### config.mk
export PLATFORM = sky130hd
export DESIGN_NAME = wb_bridge_nway
export DESIGN_NICKNAME = d
export VERILOG_FILES = /design/src/rtl/wb_bridge_pkg.sv /design/src/rtl/wb_bridge_nway.sv
export SDC_FILE = /design/constraint.sdc
export NUM_CORES = 1
export LEC_CHECK = 0
export CORE_MARGIN = 3
export CORE_UTILIZATION = 45
export CTS_BUF_LIST = sky130_fd_sc_hd__clkbuf_4 sky130_fd_sc_hd__clkbuf_8
export CTS_CLUSTER_SIZE = 28
export DETAILED_ROUTE_END_ITERATION = 10
export PLACE_DENSITY = 0.95
export SLEW_MARGIN = 20
export SYNTH_ARGS = -nofsm -noshare
export SYNTH_HDL_FRONTEND = slang
export SYNTH_SLANG_ARGS = --single-unit
### constraint.sdc
create_clock -name wb_clk_i -period 5.5 [get_ports wb_clk_i]
set_clock_uncertainty 0.15 [all_clocks]
set_input_delay 0.55 -clock wb_clk_i [delete_from_list [all_inputs] [get_ports wb_clk_i]]
set_output_delay 0.55 -clock wb_clk_i [all_outputs]
set_load 0.05 [all_outputs]
### src/rtl/wb_bridge_pkg.sv
// Shared types and constants for the N-way Wishbone bridge.
// State encoding, timeout response word and a clog2 helper.
package wb_bridge_pkg;

  typedef enum logic [1:0] {
    IDLE = 2'd0,
    BUSY = 2'd1,
    RESP = 2'd2
  } state_t;

  localparam logic [31:0] TIMEOUT_DATA = 32'hDEAD_BEEF;

  function automatic int clog2(input int n);
    int r;
    r = 0;
    for (int i = 0; i < 31; i++) begin
      if ((1 << i) < n) r = i + 1;
    end
    return r;
  endfunction

endpackage

### src/rtl/wb_bridge_nway.sv
// Wishbone classic 1-to-N bridge: window decode, port select, ack timeout.
// Ports: wbs_* upstream slave, wbm_* per-port master, timeout_count_o.
module wb_bridge_nway
  import wb_bridge_pkg::*;
#(
  parameter int          NUM_PORTS       = 4,
  parameter int          PORT_ADDR_WIDTH = 11,
  parameter int          SEL_LSB         = 20,
  parameter logic [31:0] BASE_ADDR       = 32'h3000_0000,
  parameter int          TIMEOUT_CYCLES  = 255
) (
  input  logic                         wb_clk_i,
  input  logic                         wb_rst_i,
  input  logic                         wbs_stb_i,
  input  logic                         wbs_cyc_i,
  input  logic                         wbs_we_i,
  input  logic [3:0]                   wbs_sel_i,
  input  logic [31:0]                  wbs_dat_i,
  input  logic [31:0]                  wbs_adr_i,
  output logic                         wbs_ack_o,
  output logic [31:0]                  wbs_dat_o,
  output logic [NUM_PORTS-1:0]         wbm_stb_o,
  output logic [NUM_PORTS-1:0]         wbm_cyc_o,
  output logic                         wbm_we_o,
  output logic [3:0]                   wbm_sel_o,
  output logic [31:0]                  wbm_dat_o,
  output logic [PORT_ADDR_WIDTH-1:0]   wbm_adr_o,
  input  logic [NUM_PORTS-1:0]         wbm_ack_i,
  input  logic [NUM_PORTS*32-1:0]      wbm_dat_i,
  output logic [15:0]                  timeout_count_o
);

  localparam int SEL_W = clog2(NUM_PORTS);
  localparam int HI = SEL_LSB + SEL_W;
  localparam logic [SEL_W:0] NP_W = (SEL_W + 1)'(NUM_PORTS);
  localparam logic [15:0] TO_LAST = 16'(TIMEOUT_CYCLES - 1);

  state_t             state;
  logic [SEL_W-1:0]   port_idx;
  logic [15:0]        wait_cnt;

  logic [SEL_W-1:0]   sel_field;
  logic               hit;
  logic [NUM_PORTS-1:0] onehot;
  logic               port_ack;
  logic [31:0]        port_dat;
  logic               unused_adr;

  assign sel_field = wbs_adr_i[SEL_LSB +: SEL_W];
  assign hit = (wbs_adr_i[31:HI] == BASE_ADDR[31:HI])
            && ({1'b0, sel_field} < NP_W);
  assign onehot = NUM_PORTS'(1) << sel_field;
  assign port_ack = wbm_ack_i[port_idx];
  assign port_dat = wbm_dat_i[{port_idx, 5'd0} +: 32];
  // Address bits between the port field and the window field are don't-care.
  assign unused_adr = ^wbs_adr_i;

  always_ff @(posedge wb_clk_i or negedge wb_rst_i) begin
    if (!wb_rst_i) begin
      state           <= IDLE;
      port_idx        <= '0;
      wait_cnt        <= '0;
      wbs_ack_o       <= 1'b0;
      wbs_dat_o       <= '0;
      wbm_stb_o       <= '0;
      wbm_cyc_o       <= '0;
      wbm_we_o        <= 1'b0;
      wbm_sel_o       <= '0;
      wbm_dat_o       <= '0;
      wbm_adr_o       <= '0;
      timeout_count_o <= '0;
    end else begin
      wbs_ack_o <= 1'b0;
      unique case (state)
        IDLE: begin
          if (wbs_cyc_i && wbs_stb_i) begin
            if (hit) begin
              port_idx  <= sel_field;
              wbm_we_o  <= wbs_we_i;
              wbm_sel_o <= wbs_sel_i;
              wbm_dat_o <= wbs_dat_i;
              wbm_adr_o <= wbs_adr_i[PORT_ADDR_WIDTH-1:0];
              wbm_stb_o <= onehot;
              wbm_cyc_o <= onehot;
              wait_cnt  <= '0;
              state     <= BUSY;
            end else begin
              wbs_dat_o <= '0;
              wbs_ack_o <= 1'b1;
              state     <= RESP;
            end
          end
        end
        BUSY: begin
          // Abort beats ack; ack beats timeout.
          if (!wbs_cyc_i) begin
            wbm_stb_o <= '0;
            wbm_cyc_o <= '0;
            state     <= IDLE;
          end else if (port_ack) begin
            wbs_dat_o <= port_dat;
            wbs_ack_o <= 1'b1;
            wbm_stb_o <= '0;
            wbm_cyc_o <= '0;
            state     <= RESP;
          end else if (wait_cnt == TO_LAST) begin
            wbs_dat_o <= TIMEOUT_DATA;
            wbs_ack_o <= 1'b1;
            wbm_stb_o <= '0;
            wbm_cyc_o <= '0;
            if (timeout_count_o != 16'hFFFF)
              timeout_count_o <= timeout_count_o + 16'd1;
            state <= RESP;
          end else begin
            wait_cnt <= wait_cnt + 16'd1;
          end
        end
        RESP: state <= IDLE;
        default: state <= IDLE;
      endcase
    end
  end

endmodule
==> Word level (Yosys, flattened, before mapping) <==
Cells that the tools add are included.
{ "classes": {"n_bitwise": 1, "n_mux": 32, "n_eq_ne": 12, "add_sub_neg": 2, "n_reduce_logical": 9, "n_lt_le_gt_ge": 1, "shift": 2} }
{ "ops": {"columns": ["operator", "n"], "rows": [
  ["$mux W32", 5],
  ["$shiftx A128 B8 Y32", 1],
  ["$mux W16", 5],
  ["$pmux W32 S2", 1],
  ["$add A16 B1 Y16 const B", 2],
  ["$pmux W16 S2", 1],
  ["$mux W4", 5],
  ["$eq A16 B8 Y1 const B", 1],
  ["$ne A16 B16 Y1 const B", 1],
  ["$ne A2 B2 Y1 const B", 6],
  ["$eq A10 B8 Y1 const B", 1],
  ["$mux W2", 5],
  ["$reduce_and A5 Y1", 2],
  ["$pmux W4 S2", 1],
  ["$mux W1", 6],
  ["$reduce_and A6 Y1", 1],
  ["$ne A4 B4 Y1 const B", 1],
  ["$pmux W2 S2", 1],
  ["$reduce_and A4 Y1", 1],
  ["$shl A1 B2 Y4 const A", 1],
  ["$lt A2 B3 Y1 const B", 1],
  ["$ne A3 B3 Y1 const B", 1],
  ["$reduce_and A3 Y1", 1],
  ["$bmux W1 S2", 1],
  ["7 further kinds", 7]
]} }
{ "totals": {"word_cells": 70, "output_inout_bits": 105, "input_bits": 205, "reg_bits": 121} }

==> Depth between registers and ports, before layout <==
Gate-level depths: netlist of run 1.
{ "depth": {"ltp_word": 5, "mapped_depth": 9, "ltp_nobuf": 7} }

==> Worst setup path after synthesis of run 1 <==
No wires, ideal clock.
{ "synth_timing": {"path_type": "register -> register", "startpoint": "register wait_cnt[0]", "endpoint": "register timeout_count_o[5]", "required_ns": 5.209, "period_less_slack_ns": 2.828, "path_slack_ns": 2.672, "setup_ns": 0.141, "n_path_buf": 2, "arrival_time_ns": 2.537, "path_stages_with_launch": 10, "path_cell_list": "dfrtp_1 -> inv_1 -> ha_1 -> or4b_1 -> or4_1 -> buf_2 -> a311o_1 -> buf_6 -> or3_4 -> xnor2_2"} }
{ "synth_between": {"elab_chain_len": 2} }
{ "synth_lines": {"columns": ["element", "line", "text"], "rows": [
  ["from (decl)", "wb_bridge_nway.sv:40", "logic [15:0] wait_cnt;"],
  ["from (signal assigned)", "wb_bridge_nway.sv:115", "wait_cnt <= wait_cnt + 16'd1;"],
  ["$eq A16 B8 Y1", "wb_bridge_nway.sv:106", "end else if (wait_cnt == TO_LAST) begin"],
  ["$reduce_and A5 Y1 (no line)", null, null],
  ["to (signal assigned)", "wb_bridge_nway.sv:112", "timeout_count_o <= timeout_count_o + 16'd1;"],
  ["to (decl)", "wb_bridge_nway.sv:30", "output logic [15:0] timeout_count_o"]
]} }
Every way passes these cells.
A chain may end at the register's enable or synchronous reset.

==> Worst setup path in the final report of run 1 <==
{ "layout_timing": {"startpoint": "register port_idx[0]", "endpoint": "register timeout_count_o[5]"} }
{ "layout_between": {"elab_chain_len": 4} }
{ "layout_lines": {"columns": ["element", "line", "text"], "rows": [
  ["from (decl)", "wb_bridge_nway.sv:39", "logic [SEL_W-1:0] port_idx;"],
  ["from (signal assigned)", "wb_bridge_nway.sv:78", "port_idx <= sel_field;"],
  ["$bmux W1 S2", "wb_bridge_nway.sv:53", "assign port_ack = wbm_ack_i[port_idx];"],
  ["$mux W1 (implied by the code)", "wb_bridge_nway.sv:53", null],
  ["$not A1 Y1 (no line)", null, null],
  ["$reduce_and A5 Y1 (no line)", null, null]
]} }
Every way passes these cells. The select of a mux whose other input is x is not followed.

==> flow_metrics.tcl, run 1 <==
set metrics [dict create \
    worstMarginPinSlew_ns 0.810 \
    power_frac_comb_pct 11.8 \
    synth_edf_count 0 \
    r2r_cells 6 \
    synthArstFlopShare_pct 100 \
    required_ns 5.67 \
    grt_setup_unrepaired "no" \
    die_area_um2 15100 \
    cts_tree "done" \
    power_switching_mw 0.447 \
    via_count 5355 \
    clock_latency_ns 0.44 \
    diodes 0 \
    start_util_pct 46.2 \
    internal_power_mw 1.55 \
    synth.avg_cell_area_um2 12.6 \
    run_status "complete, no violations" \
    gp_congestion 0.857 \
    clk_path_buf_depth 2 \
    endpoint "timeout_count_o[5]$_DFFE_PN0P_" \
    place_inst 941 \
    cts.htree.levels 4 \
    cts_setup_buffers 0 \
    firstDrtPassIters 5 \
    core_area_um2 13300 \
    seq_area_frac_synth_pct 49.3 \
    cts-resized-gates 0 \
    period_needed_ns 3.31 \
    synthTopCellsByArea "dfrtp_1, mux4_2, mux2_2" \
    totalWireLength_um 20000 \
    final_max_slew_viol_count 0 \
    fin_ws_ns 2.19 \
    drc 0 \
    arrival_ns 3.48 \
    period_share_pct 60.2 \
    num_rows 42 \
    yosysMostFrequentCell "dfrtp_1" \
    clock.fmax_mhz 302 \
    crit_buf_inv 1 \
    critPathTopFamily "simple AND/OR/NAND/NOR gates" \
    mappedNetlistArea_um2 6140 \
    synth_commonest_cells "dfrtp_1, mux2_2, o21ai_0" \
    power.density_nw_per_um2 206 \
    yosysWarnings 0 \
    cp_slowest_stage_delay_ns 0.71 \
    nNetsFinal 992 \
    cp_max_fo 35 \
    drive_gt1_share_pct 17.7 \
    placement.io_buffers 300 \
    r2r_start "port_idx[0]$_DFFE_PN0P_" \
    grt_util_all_layers_pct 27.2 \
    slowest_stage "mux4_2" \
    regToRegEndpoint "timeout_count_o[5]$_DFFE_PN0P_" \
    maxCapViolCount 0 \
    ant_nets 0 \
    swShare_pct 22.3 \
    cts_root_buf "clkbuf_8" \
    hold_path_class "input port to async pin" \
    dp_slack_ns 1.94 \
    post_drt_wl_per_cell_um 20.6 \
    slew-limit-headroom_pct 45.8 \
    setup_viol 0 \
    crit_chain "buf_4, mux4_2, or2_2, a311o_1, or3_4, xnor2_2" \
    grt_pass1_vias 5802 \
    synth-main-ff-cell "dfrtp_1" \
    yosys.area.top_type_share_pct 49.3 \
    hold_violations 0 \
    cts.reportedPaths.clkPinSlew_ns 0.07 \
    antenna_found_initial 0 \
    worst-path-stages 6 \
    r2r_setup_slack_ns 2.19 \
    ctsHoldBuffers 0 \
    syn_inst 488 \
    synth_cell_types 47 \
    grt_max_degree 81 \
    final_cells 973 \
    cts_made_buffers 17 \
    dp_hpwl_um 15400 \
    die_w_um 123 \
    grt_pass1_wl_um 30600 \
    finalPower_mw 2.00 \
    detail_route.iter0.violations 214 \
    ys_ff_latch 121 \
    vias_per_cell 5.50 \
    syn_nets 696 \
    seq_power_share_pct 44.8 \
    worstSetupPathType "flip-flop to flip-flop" \
    p_clk_share_pct 43.3 \
    p_leak_nw 4.20 \
    yosysTopAreaCell "dfrtp_1" \
    fin_util_pct 73.2 \
    overflow 0 \
    fin_tns_setup_ns 0 \
    critPathCaptureType "flip-flop" \
    setup.worst_path.start "port_idx[0]$_DFFE_PN0P_" \
    start_kind "flip-flop" \
    area_delta_synth_final_pct 58.5 \
    ir_drop_mv 0.182 \
    dieHeight_um 123 \
    clock-sinks 121 \
    pin_count 310 \
]
-- cell families (layout without fill, tap and decap cells) --
family,after synthesis,after routing,share of synthesized area [%]
muxes,123,123,28.1
adders and majority gates,3,3,0.611
DFF,121,121,49.3
AOI/OAI and AO/OA,50,50,4.67
xor gates and xnor gates,19,19,2.83
buffers and inverters,58,367,4.01
and+or+nand+nor,114,114,10.5
-- power groups by stage --
stage	Sequential [mW]	Combinational (mW)	Clock, mW
finish	0.897	0.237	0.867
global route	0.897	0.251	0.924
CTS	0.897	0.239	0.886
detailed placement	0.914	0.238	0
global placement	0.913	0.231	0
floorplan	0.927	0.0467	0
-- per-stage QoR --
stage	instance area, um2	hold slack [ns]
after CTS	9730	0.162
after global placement	9290	0.327
final	9730	0.00348
after floorplan	6140	0.104
after detailed placement	9290	0.334
after global routing	9730	0.0300
-- how the worst min path moves through the flow --
stage                                   start                         endpoint  slack (ns)  depth (start not counted)
finish                               wb_rst_i  timeout_count_o[11]$_DFFE_PN0P_       0.003                          1
detailed placement  wbs_dat_o[29]$_DFFE_PN0P_        wbs_dat_o[29]$_DFFE_PN0P_        0.33                          1
floorplan                            wb_rst_i          port_idx[0]$_DFFE_PN0P_        0.10                          0
CTS                                  wb_rst_i  timeout_count_o[12]$_DFFE_PN0P_        0.16                          1
global route                         wb_rst_i  timeout_count_o[11]$_DFFE_PN0P_        0.03                          1
global placement    wbs_dat_o[22]$_DFFE_PN0P_        wbs_dat_o[22]$_DFFE_PN0P_        0.33                          1
-- layout make-up --
class                           count  area (um2)
Clock buffer                       23         298
Clock inverter                      9         138
Fill cell                         861        3560
Inverter                           29         109
Multi-Input combinational cell    309        2890
Sequential cell                   121        3030
Tap cell                          176         220
Timing Repair Buffer              306        3050
-- placed cells by master (no fill, tap or decap), drive strengths merged, types with 4 or more instances in the layout --
master,synthesis,final
mux4,33,33
xnor2,8,8
nor2,14,14
buf,12,7
a21oi,4,4
xor2,11,11
nor3,8,8
mux2i,27,27
or4,5,5
and3,13,13
nor4,4,4
nand3,18,18
nand2,23,23
nand4,9,9
clkdlybuf4s50,0,299
inv,29,31
mux2,63,63
o21ai,36,36
dfrtp,121,121
clkbuf,17,23
-- routing by layer --
metal	vias up	track usage [%]	share of wire (%)
met1	2679	30.5	35
met3	44	7.33	5.6
li1	2388	-	-
met4	0	9.87	3.1
met5	-	0	0
met2	244	49.4	56
-- sequential cells by signal (all words and copies together), names as in the netlist --
| register | count |
|---|---|
| wbm_dat_o | 32 |
| wbs_dat_o | 32 |
| timeout_count_o | 16 |
| wait_cnt | 16 |
| wbm_adr_o | 11 |
| wbm_cyc_o | 4 |
| wbm_sel_o | 4 |
| port_idx | 2 |
| state | 2 |
| wbm_we_o | 1 |
| wbs_ack_o | 1 |
-- worst reg2reg max path, cell delays in order (launching register included) --
cell	delay, ns
dfrtp_2	0.35
buf_4	0.51
mux4_2	0.75
or2_2	0.37
a311o_1	0.49
or3_4	0.44
xnor2_2	0.14
No activity file was read; power rests on OpenSTA's default activity.
==> inputs of run 2 (changes only) <==
- CORE_UTILIZATION: 45 -> 42
- clock period: 5.5 -> 3.4 ns (I/O delays scaled with it)
==> flow_metrics.tcl, run 2 (synthesis results as in run 1) <==
set metrics [dict create \
    run_status "complete, no violations" \
    p_leak_nw 4.23 \
    clock_latency_ns 0.44 \
    dpl_cell_area_um2 9370 \
    ant_nets 0 \
    drc 0 \
    critPathTopFamily "simple AND/OR/NAND/NOR gates" \
    stdcell_area_um2 9800 \
    r2r_cells 7 \
    power_switching_mw 0.761 \
    cts_root_buf "clkbuf_8" \
    worst-path-stages 7 \
    power_frac_comb_pct 12.0 \
    placement.io_buffers 300 \
    cts.htree.levels 4 \
    dp_slack_ns 0.340 \
    cts_made_buffers 17 \
    cp_slowest_stage_delay_ns 0.69 \
    final_cells 983 \
    fin_ws_ns 0.282 \
    vias_per_cell 5.28 \
    final_cell_mix "clkdlybuf4s50_1, dfrtp_1, mux2_2" \
    clock.fmax_mhz 321 \
    firstDrtPassIters 4 \
    pin_count 310 \
    required_ns 3.57 \
    route.met2.wl_um 10800 \
    hold_path_class "flip-flop to flip-flop" \
    worstMarginPinSlew_ns 0.771 \
    area_delta_synth_final_pct 59.7 \
    dp_hpwl_um 15300 \
    post_drt_wl_per_cell_um 19.9 \
    finalPower_mw 3.22 \
    slowest_stage "or4_1" \
    slew-limit-headroom_pct 48.6 \
    via_count 5190 \
    grt_pass1_vias 5576 \
    layout_commonest_cell "clkdlybuf4s50_1" \
    power.density_nw_per_um2 328 \
    detail_route.iter0.violations 219 \
    p_clk_share_pct 42.9 \
    grt_pass1_wl_um 30400 \
    grt_max_degree 64 \
    timing.hold.ws_ns 0.353 \
    period_needed_ns 3.12 \
    hold_depth 1 \
    fin_tns_setup_ns 0 \
    diodes 0 \
    cts.reportedPaths.clkPinSlew_ns 0.08 \
    critPathCaptureType "flip-flop" \
    cts_setup_buffers 0 \
    antenna_found_initial 0 \
    internal_power_mw 2.46 \
    reg_top3 "wbm_dat_o x32, wbs_dat_o x32" \
    period_share_pct 91.7 \
    dieHeight_um 127 \
    highest_layer "met4" \
    gp_congestion 0.938 \
    setup_viol 0 \
    totalWireLength_um 19600 \
    ir_drop_mv 0.296 \
    fin_util_pct 69.6 \
    crit_buf_inv 1 \
    cts_tree "done" \
    swShare_pct 23.7 \
    clk_path_buf_depth 2 \
    die_area_um2 16100 \
    core_area_um2 14100 \
    arrival_ns 3.29 \
    grt_setup_unrepaired "no" \
    clock-sinks 121 \
    wl_met3_um 1170 \
    die_w_um 127 \
    worstSetupPathType "flip-flop to flip-flop" \
    maxCapViolCount 0 \
    crit_chain "inv_1, ha_1, or4b_1, or4_1, and2_1, a21oi_1, mux2_2" \
    start_util_pct 43.6 \
    grt_util_all_layers_pct 24.6 \
    start_kind "flip-flop" \
    nNetsFinal 998 \
    final_max_slew_viol_count 0 \
    hold_violations 0 \
    drive_gt1_share_pct 18.2 \
    num_rows 43 \
    cp_max_fo 10 \
    drt-met1-wl_um 7320 \
    place_inst 950 \
    overflow 0 \
    seq_power_share_pct 45.1 \
]
-- run 2: changes by cell type in the layout (fill, tap and decap cells not counted) --
cell / previous run / this run
buf_12: 0 / 3
inv_8: 0 / 1
buf_4: 6 / 9
buf_6: 1 / 0
nor2b_2: 0 / 1
clkinv_4: 2 / 3
clkbuf_4: 3 / 1
inv_6: 2 / 5
dlygate4sd3_1: 0 / 1
clkbuf_8: 20 / 17
nor2b_4: 1 / 0
-- run 2: metal layers --
| layer | up-vias | GRT usage (%) |
|---|---|---|
| met5 | - | 0 |
| met4 | 0 | 7.44 |
| met3 | 25 | 6.91 |
| met2 | 206 | 43.8 |
| met1 | 2555 | 28.8 |
| li1 | 2404 | - |
-- run 2: worst paths after layout --
path / slack [ns] / to / startpoint
setup / recovery: 0.28 / wbm_cyc_o[3]$_DFFE_PN0P_ / wait_cnt[0]$_DFFE_PN0P_
hold / removal: 0.35 / wbs_dat_o[22]$_DFFE_PN0P_ / wbs_dat_o[22]$_DFFE_PN0P_
setup reg to reg: 0.28 / wbm_cyc_o[3]$_DFFE_PN0P_ / wait_cnt[0]$_DFFE_PN0P_
hold reg to reg: 0.35 / wbs_dat_o[22]$_DFFE_PN0P_ / wbs_dat_o[22]$_DFFE_PN0P_
max in group asynchronous: 1.91 / port_idx[0]$_DFFE_PN0P_ / wb_rst_i
min in group asynchronous: 0.36 / timeout_count_o[12]$_DFFE_PN0P_ / wb_rst_i
-- run 2: layout make-up --
cell class | instances | area (um2)
fill | 982 | 4290
multi-input combinational | 309 | 2890
timing repair buffer | 312 | 3130
clock buffer | 18 | 241
tap | 180 | 225
inverter | 29 | 109
clock inverter | 14 | 184
sequential | 121 | 3030
-- run 2: what timing repair did --
action                    4_1_cts  5_1_grt
resized for setup               0        0
hold buffers                    1        0
hold endpoints to repair       58        0
-- run 2: worst reg2reg max path: cells and delay by family (launching register included) --
family	cells	cell delay, ns
AOI/OAI and AO/OA	1	0.39
adders and majority gates	1	0.13
buffers and inverters	1	0.08
DFF	1	0.45
muxes	1	0.40
and+or+nand+nor	3	1.41
-- run 2: power by group through the flow --
stage / logic (mW) / registers, mW / clock network, mW
after floorplan: 0.0756 / 1.50 / 0
after global placement: 0.377 / 1.48 / 0
after detailed placement: 0.388 / 1.48 / 0
after CTS: 0.391 / 1.45 / 1.42
after global routing: 0.411 / 1.45 / 1.50
final: 0.387 / 1.45 / 1.38
